File: src/rtl/task_cmd_pkg.sv
// Shared types for the task command arbiter: opcodes, controller states and
// the per-opcode result mask.
package task_cmd_pkg;

   typedef enum logic [1:0] {
      OP_T1 = 2'd0,
      OP_T2 = 2'd1,
      OP_T3 = 2'd2,
      OP_T4 = 2'd3
   } op_e;

   typedef enum logic [1:0] {
      IDLE  = 2'd0,
      ISSUE = 2'd1,
      WAIT  = 2'd2,
      RESP  = 2'd3
   } state_e;

   // Only the bits a task actually produces are passed back to the requester.
   function automatic logic [1:0] mask_result(input op_e op, input logic [1:0] res);
      logic [1:0] m;
      case (op)
         OP_T3:   m = {1'b0, res[0]};
         OP_T4:   m = res;
         default: m = 2'b00;
      endcase
      return m;
   endfunction

endpackage

File: src/rtl/task_cmd_arbiter_rr.sv
// Combinational round-robin pick: first requester above last, wrapping around.
module rr_arbiter #(
   parameter int N = 4
) (
   input  logic [N-1:0]          req,
   input  logic [$clog2(N)-1:0]  last,
   output logic [N-1:0]          grant,
   output logic [$clog2(N)-1:0]  idx,
   output logic                  any
);

   localparam int IW = $clog2(N);

   always_comb begin
      int             pos;
      logic [IW-1:0]  p;
      grant = '0;
      idx   = '0;
      any   = 1'b0;
      pos   = 0;
      p     = '0;
      for (int k = 1; k <= N; k++) begin
         pos = (int'(last) + k) % N;
         p   = IW'(pos);
         if (!any && req[p]) begin
            any      = 1'b1;
            grant[p] = 1'b1;
            idx      = p;
         end
      end
   end

endmodule

File: src/rtl/task_cmd_arbiter.sv
// Shares one task executor among NREQ requesters: round-robin grant, a single
// outstanding command, executor timeout and result routed back to the winner.
module task_cmd_arbiter
   import task_cmd_pkg::*;
#(
   parameter int NREQ    = 4,
   parameter int TIMEOUT = 64,
   parameter int CNTW    = 16
) (
   input  logic                     clk,
   input  logic                     rst_n,
   input  logic [NREQ-1:0]          req_valid,
   output logic [NREQ-1:0]          req_ready,
   input  logic [2*NREQ-1:0]        req_op,
   input  logic [NREQ-1:0]          req_arg,
   output logic                     exe_valid,
   input  logic                     exe_ready,
   output logic [1:0]               exe_op,
   output logic                     exe_arg,
   input  logic                     exe_done,
   input  logic [1:0]               exe_result,
   output logic                     rsp_valid,
   input  logic                     rsp_ready,
   output logic [$clog2(NREQ)-1:0]  rsp_id,
   output logic [1:0]               rsp_result,
   output logic                     rsp_err,
   output logic [CNTW-1:0]          cmd_cnt
);

   localparam int IW = $clog2(NREQ);
   localparam int TW = (TIMEOUT > 1) ? $clog2(TIMEOUT) : 1;

   localparam logic [1:0] ST_IDLE  = 2'(IDLE);
   localparam logic [1:0] ST_ISSUE = 2'(ISSUE);
   localparam logic [1:0] ST_WAIT  = 2'(WAIT);
   localparam logic [1:0] ST_RESP  = 2'(RESP);

   logic [1:0]       state_reg;
   logic [IW-1:0]    last_grant_reg;
   logic [IW-1:0]    id_reg;
   logic [1:0]       op_reg;
   logic             arg_reg;
   logic [1:0]       result_reg;
   logic             err_reg;
   logic             exe_valid_reg;
   logic             rsp_valid_reg;
   logic [TW-1:0]    wait_cnt_reg;
   logic [CNTW-1:0]  cmd_cnt_reg;

   logic [NREQ-1:0]  grant;
   logic [IW-1:0]    grant_idx;
   logic             grant_any;
   logic             timeout_hit;
   logic [1:0]       op_arr [NREQ];

   for (genvar gi = 0; gi < NREQ; gi++) begin : g_op_slice
      assign op_arr[gi] = req_op[2*gi +: 2];
   end

   rr_arbiter #(.N(NREQ)) u_rr (
      .req   (req_valid),
      .last  (last_grant_reg),
      .grant (grant),
      .idx   (grant_idx),
      .any   (grant_any)
   );

   // Accept is the only combinational output so a requester sees its grant in the same cycle.
   assign req_ready   = (state_reg == ST_IDLE) ? grant : '0;
   assign timeout_hit = (TIMEOUT != 0) && (wait_cnt_reg == TW'(TIMEOUT - 1));

   always_ff @(posedge clk or negedge rst_n) begin
      if (!rst_n) begin
         state_reg      <= ST_IDLE;
         last_grant_reg <= IW'(NREQ - 1);
         id_reg         <= '0;
         op_reg         <= '0;
         arg_reg        <= 1'b0;
         result_reg     <= '0;
         err_reg        <= 1'b0;
         exe_valid_reg  <= 1'b0;
         rsp_valid_reg  <= 1'b0;
         wait_cnt_reg   <= '0;
         cmd_cnt_reg    <= '0;
      end else begin
         case (state_reg)
            ST_IDLE: begin
               if (grant_any) begin
                  op_reg        <= op_arr[grant_idx];
                  arg_reg       <= req_arg[grant_idx];
                  id_reg        <= grant_idx;
                  cmd_cnt_reg   <= cmd_cnt_reg + 1'b1;
                  exe_valid_reg <= 1'b1;
                  state_reg     <= ST_ISSUE;
               end
            end
            ST_ISSUE: begin
               if (exe_ready) begin
                  exe_valid_reg <= 1'b0;
                  wait_cnt_reg  <= '0;
                  state_reg     <= ST_WAIT;
               end
            end
            ST_WAIT: begin
               // A completion in the final allowed cycle beats the timeout.
               if (exe_done) begin
                  result_reg    <= mask_result(op_e'(op_reg), exe_result);
                  err_reg       <= 1'b0;
                  rsp_valid_reg <= 1'b1;
                  state_reg     <= ST_RESP;
               end else if (timeout_hit) begin
                  result_reg    <= 2'b00;
                  err_reg       <= 1'b1;
                  rsp_valid_reg <= 1'b1;
                  state_reg     <= ST_RESP;
               end else begin
                  wait_cnt_reg  <= wait_cnt_reg + 1'b1;
               end
            end
            ST_RESP: begin
               if (rsp_ready) begin
                  rsp_valid_reg  <= 1'b0;
                  last_grant_reg <= id_reg;
                  state_reg      <= ST_IDLE;
               end
            end
            default: state_reg <= ST_IDLE;
         endcase
      end
   end

   assign exe_valid  = exe_valid_reg;
   assign exe_op     = op_reg;
   assign exe_arg    = arg_reg;
   assign rsp_valid  = rsp_valid_reg;
   assign rsp_id     = id_reg;
   assign rsp_result = result_reg;
   assign rsp_err    = err_reg;
   assign cmd_cnt    = cmd_cnt_reg;

endmodule

File: config.mk
export PLATFORM = sky130hd
export DESIGN_NAME = task_cmd_arbiter
export DESIGN_NICKNAME = d
export VERILOG_FILES = /design/src/rtl/task_cmd_pkg.sv /design/src/rtl/task_cmd_arbiter_rr.sv /design/src/rtl/task_cmd_arbiter.sv
export SDC_FILE = /design/constraint.sdc
export NUM_CORES = 1
export LEC_CHECK = 0
export CAP_MARGIN = 20
export CORE_ASPECT_RATIO = 1.1
export CORE_UTILIZATION = 47
export CTS_BUF_LIST = sky130_fd_sc_hd__clkbuf_8
export DETAILED_ROUTE_END_ITERATION = 7
export MAX_ROUTING_LAYER = met4
export PLACE_DENSITY = 0.79
export SLEW_MARGIN = 20
export SYNTH_ARGS = -nofsm -noshare
export SYNTH_HDL_FRONTEND = slang
export SYNTH_SLANG_ARGS = --single-unit
File: constraint.sdc
create_clock -name clk -period 2.9 [get_ports clk]
set_clock_uncertainty 0.05 [all_clocks]
set_input_delay 0.29 -clock clk [delete_from_list [all_inputs] [get_ports clk]]
set_output_delay 0.29 -clock clk [all_outputs]
set_load 0.02 [all_outputs]
Word-level counts from Yosys, hierarchy flattened. Index checks and enable logic that the tools add are counted. Widths: inputs -> output; s select.

Mux-type cells: 55. Equality and inequality tests: 12. Reduce and logical (&&, ||, !) cells: 22. Order comparisons: 10. $add $sub $neg: 6. Bitwise logic cells: 4.

Operator list (number): $mux 2 (13); $mux 4 (5); $mux 1 (19); $mux 6 (3); $add 16x1->16 const B (1); $lt 2x3->1 const B (5); $or 4x4->4 (3); $pmux 6 s2 (1); $bmux 1 s2 (5); $ne 2x2->1 const B (5); $demux 1 s2 (4); $eq 2x2->1 const B (4); $ge 2x1->1 const B (4); $pmux 2 s4 (1); $reduce_and 4->1 (2); $reduce_bool 2->1 (4); $logic_and 1x1->1 (7); $add 6x1->6 const B (1); $eq 6x6->1 const B (1); $reduce_and 2->1 (3); $reduce_and 3->1 (2); $add 2x1->2 const B (2); $add 2x2->2 const B (2); $bmux 2 s2 (1); other kinds (8) (11).

Output and inout port bits: 30. Register bits: 36. Logic and storage cells: 120.

Longest topological paths before layout. Gate-level depths: netlist of run 1.

Depth in word-level cells: 17. Depth in mapped cells: 10. Mapped depth without buffers: 8.

By module. From an unflattened synthesis of run 1, not the netlist that was laid out.

Cells, all modules: 246. Area, all modules: 2456.1 um^2.

Modules (own cells, without submodules): task_cmd_arbiter (cells an instance 160, area an instance 1826.8 um^2, instances 1); rr_arbiter (cells an instance 86, area an instance 629.4 um^2, instances 1).

Worst setup path before layout of run 1. OpenSTA, ideal clock, no wires.

Path type: register to register. From: reg last_grant_reg[1]. To: reg arg_reg (netlist: exe_arg). Path buffers: 1. Arrival time: 2.783 ns. Clock period less this slack: 2.959 ns. Data required time: 2.724 ns. Stages on the path, launching flop included: 10. Setup slack: -0.059 ns. Library setup time: 0.126 ns. Path through: dfstp_2 > clkbuf_1 > inv_1 > ha_1 > mux4_2 > o21ba_4 > o21ai_2 > a21boi_4 > mux2_4 > a221o_1.

Word-level cells in the longest chain between the ends: 15. Elaborated cells between the ends (all ways): 29. Classes of those cells: add/sub: 4; mux: 18; reduce/logical: 7.

Ends and longest elaborated chain: from (decl) (line task_cmd_arbiter.sv:39) `logic [IW-1:0] last_grant_reg;`; from (signal assigned) (line task_cmd_arbiter.sv:75) `last_grant_reg <= IW'(NREQ - 1);`; from (signal assigned) (line task_cmd_arbiter.sv:123) `last_grant_reg <= id_reg;`; $add 2x1->2 (line task_cmd_arbiter_rr.sv:23) `pos = (int'(last) + k) % N;`; $bmux 1 s2 (line task_cmd_arbiter_rr.sv:25) `if (!any && req[p]) begin`; $mux 1 (implied by the code) (line task_cmd_arbiter_rr.sv:25); $mux 1 (line task_cmd_arbiter_rr.sv:25); $logic_not 1->1 (line task_cmd_arbiter_rr.sv:25); $logic_and 1x1->1 (line task_cmd_arbiter_rr.sv:25); $mux 1 (line task_cmd_arbiter_rr.sv:25); $logic_not 1->1 (line task_cmd_arbiter_rr.sv:25); $logic_and 1x1->1 (line task_cmd_arbiter_rr.sv:25); $mux 1 (line task_cmd_arbiter_rr.sv:25); $logic_not 1->1 (line task_cmd_arbiter_rr.sv:25); $logic_and 1x1->1 (line task_cmd_arbiter_rr.sv:25); $mux 2 (line task_cmd_arbiter_rr.sv:25); $bmux 1 s2 (line task_cmd_arbiter.sv:90) `arg_reg <= req_arg[grant_idx];`; $mux 1 (implied by the code) (line task_cmd_arbiter.sv:90); to (signal assigned) (line task_cmd_arbiter.sv:90); to (decl) (line task_cmd_arbiter.sv:42) `logic arg_reg;`.

Several ways; a longest one is shown, not always the timed one. The select of a mux whose other input is x is not followed. A chain may end at the register's enable or synchronous reset.

Final worst setup path of run 1.
From: reg last_grant_reg[0]. To: reg arg_reg (netlist: exe_arg).

The elaborated chain is that of the path after synthesis.

==> results of run 1 <==
## routing by layer
metal  wire, µm  track usage (%)  up-vias
li1           -                -      975
met1       2180             26.4      916
met2       2570             37.4       50
met3        211             4.70        5
met4         59             6.25        0
met5          0                -        -
## worst max-delay path, delay by kind of cell, from the launching register on
kind                   cells  cell delay [ns]
muxes                      2             0.97
AOI/OAI and AO/OA          3             0.79
DFF                        1             0.55
buffers and inverters      1             0.23
## cell usage in the layout, fill, tap and decap left out, types with 2 or more instances in the layout
cell             instances
a21oi_1                  5
a221oi_1                 3
a22oi_1                  4
and2_1                   3
and3_1                   6
buf_4                   16
clkbuf_2                 3
clkbuf_8                 5
clkdlybuf4s50_1         48
dfrtp_1                 34
dfstp_2                  2
ha_1                    13
inv_1                    9
mux2_2                   5
mux2i_1                  3
mux4_2                   3
nand2_1                 24
nand2b_1                 3
nand3_1                  7
nand4_1                  6
nor2_1                  20
nor2b_1                  5
nor3_1                   3
nor4_1                   3
o21a_1                   2
o21ai_0                 17
o22ai_1                  2
o311ai_0                 2
o31ai_1                  2
xnor2_1                  9
xor2_1                   7
## how the worst max path moves through the flow
stage,startpoint,to,slack [ns],cells after the start
after floorplan,last_grant_reg[0]$_DFFE_PN1P_,exe_arg$_DFFE_PN0P_,0.03,9
after global placement,req_valid[1],req_ready[3],0.08,8
after detailed placement,req_valid[1],req_ready[3],0.04,8
after CTS,last_grant_reg[0]$_DFFE_PN1P_,req_ready[2],0.0003,9
after global routing,last_grant_reg[0]$_DFFE_PN1P_,req_ready[2],0.05,9
final,last_grant_reg[0]$_DFFE_PN1P_,exe_arg$_DFFE_PN0P_,0.19,6
## cell type report
class	instances	area, µm²
repair buffers	68	621
flip-flops and latches	36	903
well taps	56	70.1
clock inverters	3	42.5
fillers	384	1610
multi-input cells	179	1310
clock buffers	5	68.8
inverters	9	33.8
## through the flow
step | total power, µW | utilization [%] | worst slack, ns | instances
2_1_floorplan | 1940 | - | 0.0274 | 234
3_3_place_gp | 2480 | 63.1 | 0.0831 | 348
3_5_place_dp | 2530 | 63.1 | 0.0447 | 348
4_1_cts | 2970 | 65.5 | 0.000260 | 356
5_1_grt | 3210 | 65.5 | 0.0517 | 356
6_report | 2970 | 65.5 | 0.188 | 356
## repair_timing
action / CTS / global route
gates resized for setup: 10 / 6
pin swaps: 0 / 0
endpoints found under the hold margin: 0 / 0
setup endpoints to repair: 4 / 4
## kinds of logic (layout without fill, tap and decap cells)
family                   Yosys count  count (layout)  share of synthesized area (%)
AND/OR/NAND/NOR                   84              84                           18.5
multiplexers                      13              13                           7.92
flip-flops                        36              36                           39.7
AO/OA/AOI/OAI                     52              52                           16.3
XOR/XNOR                          16              16                           6.16
adder cells (fa/ha/maj)           14              14                           7.70
buffers and inverters             19              85                           3.74
## power by group through the flow
stage / logic (µW) / clock network (µW) / registers, µW
6_report: 1750 / 435 / 789
3_5_place_dp: 1730 / 0 / 797
3_3_place_gp: 1690 / 0 / 791
2_1_floorplan: 1040 / 0 / 900
5_1_grt: 1930 / 468 / 814
4_1_cts: 1740 / 446 / 789
==> results.toml, run 1 <==
[status]
status = "finished clean"

[global_route]
antenna_found_initial = 0
overflow = 0
grt_use_total_pct = 22.1
first_global_vias = 1837
grt_pass1_wl_mm = 8.22
grt_max_degree = 37

[timing]
period_share_pct = 93.5
finalSetupTns_ns = 0
hold_viol = 0
setup_viol = 0
max_freq_ghz = 0.369
worst_pin_slew_ns = 0.483
period_needed_ns = 2.71
whs_ns = 0.358
rsz0062_at_grt = "false"
relSlewSlack_pct = 67.6
drv_slew = 0

[clocking]
cts_setup_buffers = 0
hold_buffers = 0
cts_tree = "yes"
path_clk_slew_ns = 0.08
clock_latency_ns = 0.29
numCtsBuffers = 5
cts-root-buf = "clkbuf_8"
cts_buffer_depth = 2
htree_num_levels = 2
cts_num_sinks = 36

[synth]
syn-instance-count = 234
synth_most_common_cell = "dfrtp_1"
synthTopCellsByCount = "dfrtp_1 (34), nand2_1 (24), nor2_1 (20)"
synth_top_area_share_pct = 37.4
synth_top_area_cell = "dfrtp_1"
ys_types = 51
ys_ff_latch = 36
synth_area_leaders = "dfrtp_1 (37%), ha_1 (7.7%), nand2_1 (4.0%)"
synth_edf_count = 0
ys.warnings.count = 0
syn_avg_cell_area_um2 = 9.72
yosysSeqAreaShare_pct = 39.7
synthesis.area_um2 = 2270
synth_nets = 271
async_flop_share_pct = 100
synth_top_flop_cell = "dfrtp_1"

[floorplanning]
fp.dieW_um = 68.3
initial_core_util_pct = 48.9
die_h_um = 75.0
die_area_um2 = 5120
coreArea_um2 = 4650
floorplan.rows = 26
ios = 53

[worst_setup_path]
reg2reg_depth = 6
slowest_delay_ns = 0.65
r2r-start = "last_grant_reg[0]$_DFFE_PN1P_"
crit_type = "reg2reg"
critical_path_arrival_ns = 2.84
crit_path_start_kind = "register"
crit_chain = "buf_4 > mux4_2 > o21ai_2 > a21boi_4 > mux2_4 > a221o_1"
crit_required_ns = 3.03
slowest_stage = "mux4_2"
critPathCaptureType = "register"
r2r-end = "exe_arg$_DFFE_PN0P_"
r2r_slack_ns = 0.19
cp_max_fo = 19

[drt]
drt_iter0_markers = 110
dr.pass1.iters = 4
viasPerCell = 5.47
wl_per_cell_um = 14.1
wl_mm = 5.02
drc = 0
vias = 1946
ant_nets = 0

[finish]
drive_above_1_share_pct = 15.7
diodes = 0
stdcell_area_um2 = 3050
nets = 336
area_delta_synth_final_pct = 33.9
largest_reg_flops = 16

[place]
portBuffers = 52
gp_congestion = 0.847
place_area_um2 = 2930
dp_hpwl_mm = 3.85

[pwr]
vdd_drop_max_mv = 0.571
p_int_uw = 1740
switching_power_uw = 1230
sw_frac_of_total_pct = 41.4
seqPwrFrac_pct = 26.6
power_density_nw_per_um2 = 975
leakage_uw = 0.00135
power_frac_clock_pct = 14.6
p_comb_share_pct = 58.8

[run]
cap_violations = 0

[worst_hold_path]
hold_class = "in2async"
(Power assumes the default switching activity.)
==> run 2, diff against run 1 <==
- SKIP_LAST_GASP: default -> 1
==> results.toml, run 2 (synthesis results as in run 1) <==
[status]
status = "finished clean"

[clocking]
path_clk_slew_ns = 0.08
clock_latency_ns = 0.29
htree_num_levels = 2
cts_setup_buffers = 0
numCtsBuffers = 5
cts-root-buf = "clkbuf_8"
cts_buffer_depth = 2
cts_num_sinks = 36
cts_tree = "yes"

[worst_setup_path]
crit_path_start_kind = "register"
crit_required_ns = 2.56
slowest_stage = "dfstp_2"
cp-startpoint = "last_grant_reg[0]$_DFFE_PN1P_"
critical_path_arrival_ns = 2.38
cp.buffers_inverters = 2
cp_top_family = "flip-flops"
crit_chain = "inv_1 > ha_4 > mux4_2 > nor2b_2 > a22oi_1 > nor2_1 > a221oi_1 > nor2b_1 > clkbuf_2"
crit_type = "reg2out"
critPathCaptureType = "output pin"
cp_max_fo = 5
slowest_delay_ns = 0.55
r2r-start = "last_grant_reg[0]$_DFFE_PN1P_"

[drt]
drt_iter0_markers = 112
viasPerCell = 5.49
wl_per_cell_um = 14.1
ant_nets = 0
vias = 1953
drc = 0
dr.pass1.iters = 4
wl_mm = 5.04

[pwr]
leakage_uw = 0.00134
sw_frac_of_total_pct = 41.5
vdd_drop_max_mv = 0.565
switching_power_uw = 1230
power_density_nw_per_um2 = 974
p_int_uw = 1730
seqPwrFrac_pct = 26.7
power_frac_clock_pct = 14.7
p_comb_share_pct = 58.7

[floorplanning]
die_area_um2 = 5120
initial_core_util_pct = 48.9
fp.dieW_um = 68.3
ios = 53
coreArea_um2 = 4650
floorplan.rows = 26
die_h_um = 75.0

[global_route]
grt_use_total_pct = 22.1
overflow = 0
first_global_vias = 1831
grt_pass1_wl_mm = 8.20
antenna_found_initial = 0
grt_max_degree = 37

[timing]
setup_viol = 0
max_freq_ghz = 0.367
relSlewSlack_pct = 67.6
worst_pin_slew_ns = 0.483
finalSetupTns_ns = 0
hold_viol = 0
rsz0062_at_grt = "false"
period_needed_ns = 2.72
drv_slew = 0
period_share_pct = 93.9

[finish]
area_delta_synth_final_pct = 33.7
diodes = 0
n_fill_cell = 384
final_common_cell = "clkdlybuf4s50_1"
drive_above_1_share_pct = 15.3
final_cell_mix = "clkdlybuf4s50_1 (48), dfrtp_1 (34), nand2_1 (24)"
largest_reg_flops = 16
nets = 336
fin_cells = 356
stdcell_area_um2 = 3040

[place]
place_area_um2 = 2930
dp_hpwl_mm = 3.85
gp_congestion = 0.847
portBuffers = 52
dp_cells = 348

[worst_hold_path]
hold_class = "in2async"

[run]
cap_violations = 0
==> run 2: what timing repair did <==
| item | in CTS | in global routing |
|---|---|---|
| hold buffers | 0 | 0 |
| endpoints found under the setup margin | 4 | 4 |
| resized for setup | 9 | 5 |
| cloned | 0 | 0 |
==> run 2: routing by layer <==
metal  track usage [%]  wire, µm  vias to the layer above
li1                  -         -                      974
met1              26.4      2220                      929
met2              37.3      2580                       45
met3              4.70       171                        5
met4              6.25        59                        0
met5                 -         0                        -
==> run 2: area by class of cell <==
cell class,count,area (µm²),share of cell area [%]
repair buffers,68,621,20.4
flip-flops and latches,36,903,29.7
clock inverters,3,42.5,1.40
multi-input cells,179,1300,42.8
inverters,9,33.8,1.11
well taps,56,70.1,2.30
clock buffers,5,68.8,2.26
==> run 2: path summary, 6_finish.rpt <==
kind / endpoint / slack (ns) / cells after the start
worst max-delay path: req_ready[3] / 0.18 / 9
worst min-delay path: cmd_cnt[15]$_DFFE_PN0P_ / 0.36 / 2
worst max register to register: exe_arg$_DFFE_PN0P_ / 0.20 / 6
worst min register to register: cmd_cnt[15]$_DFFE_PN0P_ / 0.43 / 1
max in group asynchronous: last_grant_reg[1]$_DFFE_PN1P_ / 2.11 / 2
min in group clk: cmd_cnt[15]$_DFFE_PN0P_ / 0.43 / 1
==> run 2: power by group through the flow <==
stage / Sequential (µW) / Combinational [µW] / Clock (µW)
after CTS: 789 / 1740 / 446
after global placement: 791 / 1690 / 0
after floorplan: 900 / 1040 / 0
final: 789 / 1740 / 435
after detailed placement: 797 / 1730 / 0
after global routing: 815 / 1910 / 468
==> run 2: worst reg2reg max path: cells and delay by family (launching register included) <==
kind                   cells  cell delay (ns)
AOI/OAI and AO/OA          3             0.79
muxes                      2             0.97
buffers and inverters      1             0.23
DFF                        1             0.55
==> run 2: stage by stage <==
step | worst slack (ns) | power (µW) | utilization [%] | hold slack, ns
detailed placement | 0.0447 | 2530 | 63.1 | 0.423
finish | 0.177 | 2960 | 65.4 | 0.359
global placement | 0.0831 | 2480 | 63.1 | 0.405
CTS | -0.00687 | 2970 | 65.5 | 0.361
global route | 0.0243 | 3200 | 65.4 | 0.403
floorplan | 0.0274 | 1940 | - | -0.0556
